==> src/rtl/spi_pkg.sv <==
// Shared constants and state encoding for the SPI command stream block.
package spi_pkg;

    localparam int unsigned CMD_BITS = 8;

    localparam logic [3:0] OP_WRITE = 4'h9;
    localparam logic [3:0] OP_BCAST = 4'hA;

    typedef enum logic [2:0] {
        ST_IDLE = 3'd0,
        ST_CMD  = 3'd1,
        ST_DATA = 3'd2,
        ST_SKIP = 3'd3,
        ST_COPY = 3'd4
    } state_t;

endpackage

==> src/rtl/spi_input_sync.sv <==
// Synchronizes the asynchronous SPI pins into clk and detects sclk rising edges.
module spi_input_sync (
    input  logic clk,
    input  logic rst,
    input  logic sclk,
    input  logic mosi,
    input  logic cs_n,
    output logic cs_n_s,
    output logic mosi_s,
    output logic sclk_rise
);

    logic [2:0] sclk_q;
    logic [1:0] mosi_q;
    logic [1:0] cs_q;

    // Two-flop synchronizers; sclk gets a third flop for edge detection.
    always_ff @(posedge clk or posedge rst) begin
        if (rst) begin
            sclk_q <= '0;
            mosi_q <= '0;
            cs_q   <= 2'b11;
        end else begin
            sclk_q <= {sclk_q[1:0], sclk};
            mosi_q <= {mosi_q[0], mosi};
            cs_q   <= {cs_q[0], cs_n};
        end
    end

    assign cs_n_s    = cs_q[1];
    assign mosi_s    = mosi_q[1];
    assign sclk_rise = sclk_q[1] & ~sclk_q[2];

endmodule

==> src/rtl/spi_cmd_stream.sv <==
// Oversampled SPI slave: decodes a command byte, collects a data word and
// delivers it to one channel or all channels with a single-cycle strobe.
module spi_cmd_stream
    import spi_pkg::*;
#(
    parameter int unsigned DATA_BITS = 16,
    parameter int unsigned NUM_CH    = 4,
    parameter bit          LSB_FIRST = 1'b1
) (
    input  logic                 clk,
    input  logic                 rst,
    input  logic                 sclk,
    input  logic                 mosi,
    input  logic                 cs_n,
    output logic [DATA_BITS-1:0] out_data,
    output logic [NUM_CH-1:0]    out_ch_mask,
    output logic                 out_valid,
    output logic                 err_cmd,
    output logic                 err_abort,
    output logic                 busy
);

    localparam int unsigned DCW = $clog2(DATA_BITS + 1);
    localparam int unsigned IW  = $clog2(DATA_BITS);

    logic cs_n_s, mosi_s, sclk_rise;

    spi_input_sync u_sync (
        .clk       (clk),
        .rst       (rst),
        .sclk      (sclk),
        .mosi      (mosi),
        .cs_n      (cs_n),
        .cs_n_s    (cs_n_s),
        .mosi_s    (mosi_s),
        .sclk_rise (sclk_rise)
    );

    state_t               state, state_nx;
    logic [3:0]           cmd_cnt, cmd_cnt_nx;
    logic [DCW-1:0]       dat_cnt, dat_cnt_nx;
    logic [CMD_BITS-1:0]  cmd_sh, cmd_sh_nx, cmd_new;
    logic [DATA_BITS-1:0] dat_sh, dat_sh_nx, dat_new;
    logic [NUM_CH-1:0]    ch_mask, ch_mask_nx, cmd_mask;
    logic [DATA_BITS-1:0] out_data_nx;
    logic [NUM_CH-1:0]    out_ch_mask_nx;
    logic                 out_valid_nx, err_cmd_nx, err_abort_nx, busy_nx;
    logic                 cmd_legal;
    logic [2:0]           cmd_idx;
    logic [IW-1:0]        dat_idx;
    logic [1:0]           warm;
    logic                 armed;

    // Frame start is armed only once a real cs_n high has crossed the synchronizer after reset.
    always_ff @(posedge clk or posedge rst) begin
        if (rst) begin
            warm  <= '0;
            armed <= 1'b0;
        end else begin
            warm <= {warm[0], 1'b1};
            if (warm[1] && cs_n_s) begin
                armed <= 1'b1;
            end
        end
    end

    // Place the incoming bit at its final position for the configured bit order.
    always_comb begin
        cmd_idx = LSB_FIRST ? cmd_cnt[2:0] : 3'(CMD_BITS - 1 - 32'(cmd_cnt));
        dat_idx = LSB_FIRST ? IW'(dat_cnt) : IW'(DATA_BITS - 1 - 32'(dat_cnt));
        cmd_new = cmd_sh;
        cmd_new[cmd_idx] = mosi_s;
        dat_new = dat_sh;
        dat_new[dat_idx] = mosi_s;
    end

    // Command decode on the completed byte.
    always_comb begin
        cmd_legal = 1'b0;
        cmd_mask  = '0;
        if (cmd_new[7:4] == OP_WRITE && 32'(cmd_new[3:0]) < NUM_CH) begin
            cmd_legal = 1'b1;
            cmd_mask  = NUM_CH'(1) << cmd_new[3:0];
        end else if (cmd_new[7:4] == OP_BCAST) begin
            cmd_legal = 1'b1;
            cmd_mask  = '1;
        end
    end

    // State and output registers.
    always_ff @(posedge clk or posedge rst) begin
        if (rst) begin
            state       <= ST_IDLE;
            cmd_cnt     <= '0;
            dat_cnt     <= '0;
            cmd_sh      <= '0;
            dat_sh      <= '0;
            ch_mask     <= '0;
            out_data    <= '0;
            out_ch_mask <= '0;
            out_valid   <= 1'b0;
            err_cmd     <= 1'b0;
            err_abort   <= 1'b0;
            busy        <= 1'b0;
        end else begin
            state       <= state_nx;
            cmd_cnt     <= cmd_cnt_nx;
            dat_cnt     <= dat_cnt_nx;
            cmd_sh      <= cmd_sh_nx;
            dat_sh      <= dat_sh_nx;
            ch_mask     <= ch_mask_nx;
            out_data    <= out_data_nx;
            out_ch_mask <= out_ch_mask_nx;
            out_valid   <= out_valid_nx;
            err_cmd     <= err_cmd_nx;
            err_abort   <= err_abort_nx;
            busy        <= busy_nx;
        end
    end

    // Next-state and next-output logic; cs_n high overrides everything.
    always_comb begin
        state_nx       = state;
        cmd_cnt_nx     = cmd_cnt;
        dat_cnt_nx     = dat_cnt;
        cmd_sh_nx      = cmd_sh;
        dat_sh_nx      = dat_sh;
        ch_mask_nx     = ch_mask;
        out_data_nx    = out_data;
        out_ch_mask_nx = out_ch_mask;
        out_valid_nx   = 1'b0;
        err_cmd_nx     = 1'b0;
        err_abort_nx   = 1'b0;

        if (cs_n_s) begin
            state_nx     = ST_IDLE;
            cmd_cnt_nx   = '0;
            dat_cnt_nx   = '0;
            cmd_sh_nx    = '0;
            dat_sh_nx    = '0;
            err_abort_nx = (state == ST_DATA || state == ST_SKIP) && (dat_cnt != '0);
        end else begin
            case (state)
                ST_IDLE: begin
                    if (armed) begin
                        state_nx   = ST_CMD;
                        cmd_cnt_nx = '0;
                    end
                end
                ST_CMD: begin
                    if (sclk_rise) begin
                        cmd_sh_nx = cmd_new;
                        if (cmd_cnt == 4'(CMD_BITS - 1)) begin
                            dat_cnt_nx = '0;
                            if (cmd_legal) begin
                                state_nx   = ST_DATA;
                                ch_mask_nx = cmd_mask;
                            end else begin
                                state_nx   = ST_SKIP;
                                err_cmd_nx = 1'b1;
                            end
                        end else begin
                            cmd_cnt_nx = cmd_cnt + 4'd1;
                        end
                    end
                end
                ST_DATA: begin
                    if (sclk_rise) begin
                        dat_sh_nx = dat_new;
                        if (dat_cnt == DCW'(DATA_BITS - 1)) begin
                            state_nx       = ST_COPY;
                            out_data_nx    = dat_new;
                            out_ch_mask_nx = ch_mask;
                            out_valid_nx   = 1'b1;
                        end else begin
                            dat_cnt_nx = dat_cnt + DCW'(1);
                        end
                    end
                end
                ST_SKIP: begin
                    if (sclk_rise) begin
                        if (dat_cnt == DCW'(DATA_BITS - 1)) begin
                            state_nx   = ST_CMD;
                            cmd_cnt_nx = '0;
                        end else begin
                            dat_cnt_nx = dat_cnt + DCW'(1);
                        end
                    end
                end
                ST_COPY: begin
                    state_nx   = ST_CMD;
                    cmd_cnt_nx = '0;
                end
                default: begin
                    state_nx = ST_IDLE;
                end
            endcase
        end

        busy_nx = (state_nx == ST_CMD) || (state_nx == ST_DATA) || (state_nx == ST_COPY);
    end

endmodule

==> config.mk <==
export PLATFORM = sky130hd
export DESIGN_NAME = spi_cmd_stream
export DESIGN_NICKNAME = d
export VERILOG_FILES = /design/src/rtl/spi_pkg.sv /design/src/rtl/spi_input_sync.sv /design/src/rtl/spi_cmd_stream.sv
export SDC_FILE = /design/constraint.sdc
export NUM_CORES = 1
export LEC_CHECK = 0
export BUFFER_PORTS_ARGS = -buffer_cell sky130_fd_sc_hd__buf_2
export CAP_MARGIN = 20
export CORE_ASPECT_RATIO = 1.1
export CORE_MARGIN = 3
export CORE_UTILIZATION = 40
export DETAILED_ROUTE_END_ITERATION = 10
export PLACE_DENSITY = 0.66
export SYNTH_ARGS = -nofsm -noshare
export SYNTH_HDL_FRONTEND = slang
export SYNTH_SLANG_ARGS = --single-unit
==> constraint.sdc <==
create_clock -name clk -period 3.05 [get_ports clk]
set_input_delay 0.61 -clock clk [delete_from_list [all_inputs] [get_ports clk]]
set_output_delay 0.61 -clock clk [all_outputs]
set_load 0.005 [all_outputs]
==> results of run 1 <==
## report_power, final
group / total (mW) / internal, mW / switching [mW]
clock: 0.761 / 0.401 / 0.360
sequential: 1.01 / 0.991 / 0.0144
combinational: 0.0894 / 0.0287 / 0.0608
## worst register-to-register path, cell delays in order, from the launching register on
cell and delay [ns]:
dfrtp_1 0.45, ha_1 0.29, nand3_1 0.16, inv_1 0.08, ha_1 0.22, or2b_1 0.24, o21ai_0 0.08, a21oi_1 0.19
or2_2 0.36, o31ai_1 0.22
## cells by family (layout without fill, tap and decap cells)
family          Yosys count  in the layout  share of synthesized area, %
simple gates            116            116                          16.2
compound gates          108            108                          16.8
flops                    74             74                          51.7
buf+inv                  38             67                          4.88
mux                      28             28                          8.23
fa+ha+maj                 6              6                          2.09
other cells               1              1                         0.105
## flip-flops by register name, indices dropped and copies added, names as in the netlist, 2 cells and up
name / flops
cmd_cnt: 4
warm: 2
out_data: 16
dat_sh: 16
u_sync.mosi_q: 2
state: 3
cmd_sh: 8
dat_cnt: 5
ch_mask: 4
u_sync.sclk_q: 3
u_sync.cs_q: 2
out_ch_mask: 4
## path summary, 6_finish.rpt
| kind | slack, ns | cells past startpoint | to | start |
|---|---|---|---|---|
| max reg2reg | 0.66 | 9 | dat_cnt[3]$_DFFE_PP0P_ | dat_cnt[0]$_DFFE_PP0P_ |
| min | 0.34 | 3 | out_data[13]$_DFFE_PP0P_ | rst |
| min reg2reg | 0.35 | 0 | warm[1]$_DFF_PP0_ | warm[0]$_DFF_PP0_ |
| min in group clk | 0.35 | 0 | warm[1]$_DFF_PP0_ | warm[0]$_DFF_PP0_ |
| max | 0.66 | 9 | dat_cnt[3]$_DFFE_PP0P_ | dat_cnt[0]$_DFFE_PP0P_ |
| max in group asynchronous | 2.37 | 3 | u_sync.cs_q[0]$_DFF_PP1_ | rst |
## area by class of cell
cell class                 instances  area [sq um]  share of cell area, %
clock buffer                      12           145                   3.63
clock inverter                     4          51.3                   1.28
inverter                          19          71.3                   1.78
multi-input combinational        259          1560                   38.9
sequential                        74          1850                   46.3
tap                              111           139                   3.47
timing repair buffer              32           183                   4.56
## layer usage
layer | share of wire (%) | wire length (um) | global-route usage (%) | up-vias
li1 | - | - | - | 1342
met1 | 46 | 3420 | 20.5 | 1297
met2 | 49 | 3660 | 25.3 | 45
met3 | 2.9 | 211 | 2.78 | 10
met4 | 1.6 | 115 | 5.81 | 0
met5 | 0 | 0 | 0 | -
## cells in the mapped netlist (2+ instances only)
cell / instances / share of area [%]
nor3_1: 6 / 0.84
and3_1: 3 / 0.52
o31ai_1: 6 / 1.3
buf_6: 3 / 0.94
nor2b_1: 6 / 1.0
dfrtp_1: 72 / 50
dfstp_2: 2 / 1.5
mux2i_1: 22 / 6.1
nand2_1: 41 / 4.3
o21ai_1: 2 / 0.28
nand2b_1: 5 / 0.87
and2_1: 2 / 0.35
mux2_4: 2 / 0.84
ha_1: 6 / 2.1
mux2_2: 4 / 1.3
inv_1: 17 / 1.8
a21oi_1: 24 / 3.3
a22oi_1: 2 / 0.42
o21ai_0: 56 / 7.8
o22ai_1: 7 / 1.2
nor3b_1: 3 / 0.63
a31oi_1: 2 / 0.35
clkbuf_1: 7 / 0.73
or2b_1: 2 / 0.42
nand3b_1: 6 / 1.3
buf_2: 8 / 1.1
or4_1: 2 / 0.42
nand3_1: 8 / 1.1
nor2_1: 24 / 2.5
## through the flow
stage | hold slack (ns) | cell area, sq um | setup WS, ns
after floorplan | 0.331 | 3590 | 0.562
after global routing | 0.355 | 4000 | 0.493
after CTS | 0.352 | 4000 | 0.669
after global placement | 0.333 | 3810 | 0.722
final | 0.345 | 4000 | 0.659
after detailed placement | 0.336 | 3810 | 0.697
==> impl_metrics.ini, run 1 <==
[outcome]
status = complete, no violations

[drt]
routed_via_density = 5.27
detail-route-antenna-nets = 0
drc = 0
routed_wl_mm = 7.40
first_iter_violations = 138
first_pass_iters = 4
vias = 2694
post_drt_wl_per_cell_um = 14.5

[worst_setup_path]
crit_chain = ha_1, nand3_1, inv_1, ha_1, or2b_1, o21ai_0, a21oi_1, or2_2, o31ai_1
worstPathArrival_ns = 2.63
critPathBufInv = 1
cp_common_cell = ha_1
cp-start-kind = flip-flop
cp_top_family = simple AND/OR/NAND/NOR gates
crit_path_end_kind = flip-flop
criticalPathCategory = flip-flop to flip-flop
max_stage_delay_ns = 0.45
slowest_stage = dfrtp_1
critPathMaxFanout = 8
required_ns = 3.29

[power_and_ir_drop]
ir_worst_vdd_mv = 0.206
leakage_nw = 1.91
power_density_mw_per_mm2 = 464
power_mw = 1.86

[synthesis]
syn_avg_cell_area_sq_um = 9.67
ys_ff_latch = 74
ys_warn_count = 0
synth_ff_type = dfrtp_1
netlist_area_sq_mm = 0.00359
synthArstFlopShare_pct = 100
synth.distinct_cells = 50
synth_nets = 382
syn-instance-count = 371
synth_seq_area_share_pct = 51.7
synth_edf_count = 0

[floorplanning]
die_x_um = 96.3
die_h_um = 105
initial_core_util_pct = 42.0
ioPinCount = 29
die-area_sq_mm = 0.0101
rows = 35
core_sq_mm = 0.00854

[clocking]
cts_resized = 0
clock_path_buffers = 2
root_buffer = clkbuf_8
htreeDepth = 3
cts_tree = yes
clkLatencyLatePin_ns = 0.34
post_cts_buffers = 0
path_clk_slew_ns = 0.08
numCtsBuffers = 9
cts_hold_buf = 0
cts_sinks = 74

[timing]
tns_ns = 0
skew_ns = 0.00823
min_period_ns = 2.39
clock.fmax_mhz = 418
final_max_slew_viol_count = 0
finalSetupViolCount = 0
hold_viol = 0
period_share_pct = 78.4
slew_headroom_pct = 30.9
tightest_slew_ns = 1.03
rsz0062_at_grt = false

[grt]
grt_overflow_total = 0
grt_max_degree = 75
grtUsageTotal_pct = 15.5
grt_first_pass_wirelength_mm = 12.7
grt_pass1_vias = 2730
antenna_found_initial = 0

[cells_and_area]
nFillCells = 834
final_common_cell = dfrtp_1
post_layout_nonfiller_instances = 511
final_cell_mix = dfrtp_1 (72), o21ai_0 (56), nand2_1 (41)
diodes = 0
syn_to_final_growth_pct = 11.5
drive_gt1_share_pct = 14.8
final_nets = 406
final_util_pct = 46.9

[placement]
gp_congestion = 0.802
port_buffers = 28
dpl.hpwl_mm = 4.96
dp.cells = 495

[job]
maxCapViolations = 0

[hold_path]
worstHoldPathType = input pin to asynchronous set/reset pin
No activity file was read; power rests on OpenSTA's default activity.
==> inputs of run 2 (changes only) <==
ABC_AREA = 1   (was not set)
PLACE_DENSITY = 0.68   (was 0.66)
clock period = 1.9 ns   (was 3.05 ns; I/O delays follow)
==> impl_metrics.ini, run 2 <==
[timing]
whs_ns = 0.0514
final_max_slew_viol_count = 0
setup_slack_ns = 0.143
rsz0062_at_grt = false
clock.fmax_mhz = 569
finalSetupViolCount = 0
hold_viol = 0
skew_ns = 0.0139
tns_ns = 0
min_period_ns = 1.76
period_share_pct = 92.5

[worst_setup_path]
required_ns = 2.11
cp-start-kind = flip-flop
regToRegStartpoint = dat_cnt[0]$_DFFE_PP0P_
crit_chain = ha_1, nand2_2, nor2_2, ha_1, inv_1, buf_4, o21ai_0, o31ai_1, nand2_1, nand3_1, nand3_1
max_stage_delay_ns = 0.39
r2r_cells = 11
criticalPathCategory = flip-flop to flip-flop
crit_path_end_kind = flip-flop
cp_top_family = adder cells
worstPathArrival_ns = 1.97
slowest_stage = dfrtp_1
r2r_slack_ns = 0.14
critPathBufInv = 2
startpoint = dat_cnt[0]$_DFFE_PP0P_
reg2reg_to = busy$_DFF_PP0_
critPathMaxFanout = 3

[placement]
gp_congestion = 0.860
port_buffers = 28
pre_cts_slack_ns = 0.0667
dpl.hpwl_mm = 5.33
dpl_cell_area_sq_mm = 0.00391

[job]
maxCapViolations = 0

[synthesis]
synth.area.top_cells = dfrtp_1 (51%), nand2_1 (14%), nand3_1 (5.4%), inv_1 (4.0%), o21ai_0 (3.0%)
syn_avg_cell_area_sq_um = 8.51
synth.distinct_cells = 36
synth_seq_area_share_pct = 52.5
netlist_area_sq_mm = 0.00353
synth_commonest_cells = nand2_1 (130), dfrtp_1 (72), inv_1 (38), nand3_1 (38), o21ai_0 (21)
synth_edf_count = 0
ys_warn_count = 0
ys_ff_latch = 74
synth_nets = 426
syn-instance-count = 415
yosys.area.top_type = dfrtp_1
synthDominantCellAreaShare_pct = 51.0
synth_ff_type = dfrtp_1
synthArstFlopShare_pct = 100
synth.most_common_cell = nand2_1

[hold_path]
worstHoldPathType = input pin to asynchronous set/reset pin

[drt]
drc = 0
detail-route-antenna-nets = 0
first_iter_violations = 288
vias = 2903
post_drt_wl_per_cell_um = 12.9
first_pass_iters = 5
routed_via_density = 5.03
routed_wl_mm = 7.42

[cells_and_area]
diodes = 0
final_nets = 472
drive_gt1_share_pct = 21.2
final_cell_area_sq_mm = 0.00416
reg_top3 = dat_sh x16, out_data x16, cmd_sh x8
final_cell_mix = nand2_1 (128), dfrtp_1 (71), nand3_1 (38)
final_common_cell = nand2_1
syn_to_final_growth_pct = 17.7

[outcome]
status = complete, no violations

[power_and_ir_drop]
power_density_mw_per_mm2 = 749
ir_worst_vdd_mv = 0.278
leakage_nw = 2.16
power_mw = 3.11

[grt]
grt_first_pass_wirelength_mm = 12.7
grt_overflow_total = 0
grt_max_degree = 43
grt_pass1_vias = 2809
grtUsageTotal_pct = 15.8
antenna_found_initial = 0

[floorplanning]
rows = 35
core_sq_mm = 0.00850
ioPinCount = 29
die-area_sq_mm = 0.00999
die_x_um = 95.6
initial_core_util_pct = 41.6
die_h_um = 105

[clocking]
clock_path_buffers = 2
cts_tree = yes
numCtsBuffers = 9
clkLatencyLatePin_ns = 0.34
root_buffer = clkbuf_8
cts_sinks = 74
htreeDepth = 3
path_clk_slew_ns = 0.08
-- run 2: changes by cell type in the layout (fill, tap and decap cells not counted), sizes merged, moves of 18 or more --
cell | previous run | this run
buf | 32 | 50
inv | 18 | 41
mux2i | 22 | 0
nand2 | 41 | 133
nand3 | 8 | 40
o21ai | 58 | 34
-- run 2: worst max path at each step --
stage / end / slack (ns) / cells after the start
2_1_floorplan: cmd_cnt[2]$_DFFE_PP0P_ / 0.05 / 10
3_3_place_gp: dat_cnt[4]$_DFFE_PP0P_ / 0.17 / 11
3_5_place_dp: cmd_cnt[3]$_DFFE_PP0P_ / 0.07 / 10
4_1_cts: cmd_cnt[3]$_DFFE_PP0P_ / 0.04 / 10
5_1_grt: dat_cnt[4]$_DFFE_PP0P_ / 0.005 / 11
6_report: busy$_DFF_PP0_ / 0.14 / 11
-- run 2: area by class of cell --
| type | instances | area, sq um |
|---|---|---|
| fillers | 811 | 4340 |
| clock inverters | 5 | 77.6 |
| well taps | 111 | 139 |
| flip-flops and latches | 74 | 1860 |
| inverters | 42 | 161 |
| multi-input cells | 284 | 1450 |
| clock buffers | 11 | 141 |
| repair buffers | 50 | 338 |
-- run 2: repair_timing --
| item | in CTS | in global routing |
|---|---|---|
| hold buffers | 0 | 0 |
| resized for setup | 0 | 10 |
| setup buffers | 0 | 1 |
| endpoints found under the setup margin | 0 | 32 |
-- run 2: routing by layer --
layer / GRT usage (%) / vias up / routed length, um
met2: 24.7 / 61 / 3600
met5: 0 / - / 0
met3: 3.02 / 11 / 318
met4: 6.50 / 0 / 127
met1: 21.3 / 1383 / 3380
li1: - / 1448 / -
-- run 2: report_power, final --
group,switching [mW],internal (mW)
clock network,0.562,0.772
logic,0.120,0.0487
registers,0.0182,1.59
-- run 2: cells by family after synthesis --
family | share of synthesized area [%]
adder cells (fa/ha/maj) | 2.13
buffers and inverters | 7.05
other | 0.106
AND/OR/NAND/NOR | 25.5
AO/OA/AOI/OAI | 12.7
flip-flops | 52.5
-- run 2: through the flow --
stage / cells / utilization, %
finish: 577 / 49.0
global route: 577 / 49.0
CTS: 576 / 48.6
detailed placement: 560 / 46.0
global placement: 560 / 46.0
floorplan: 415 / -
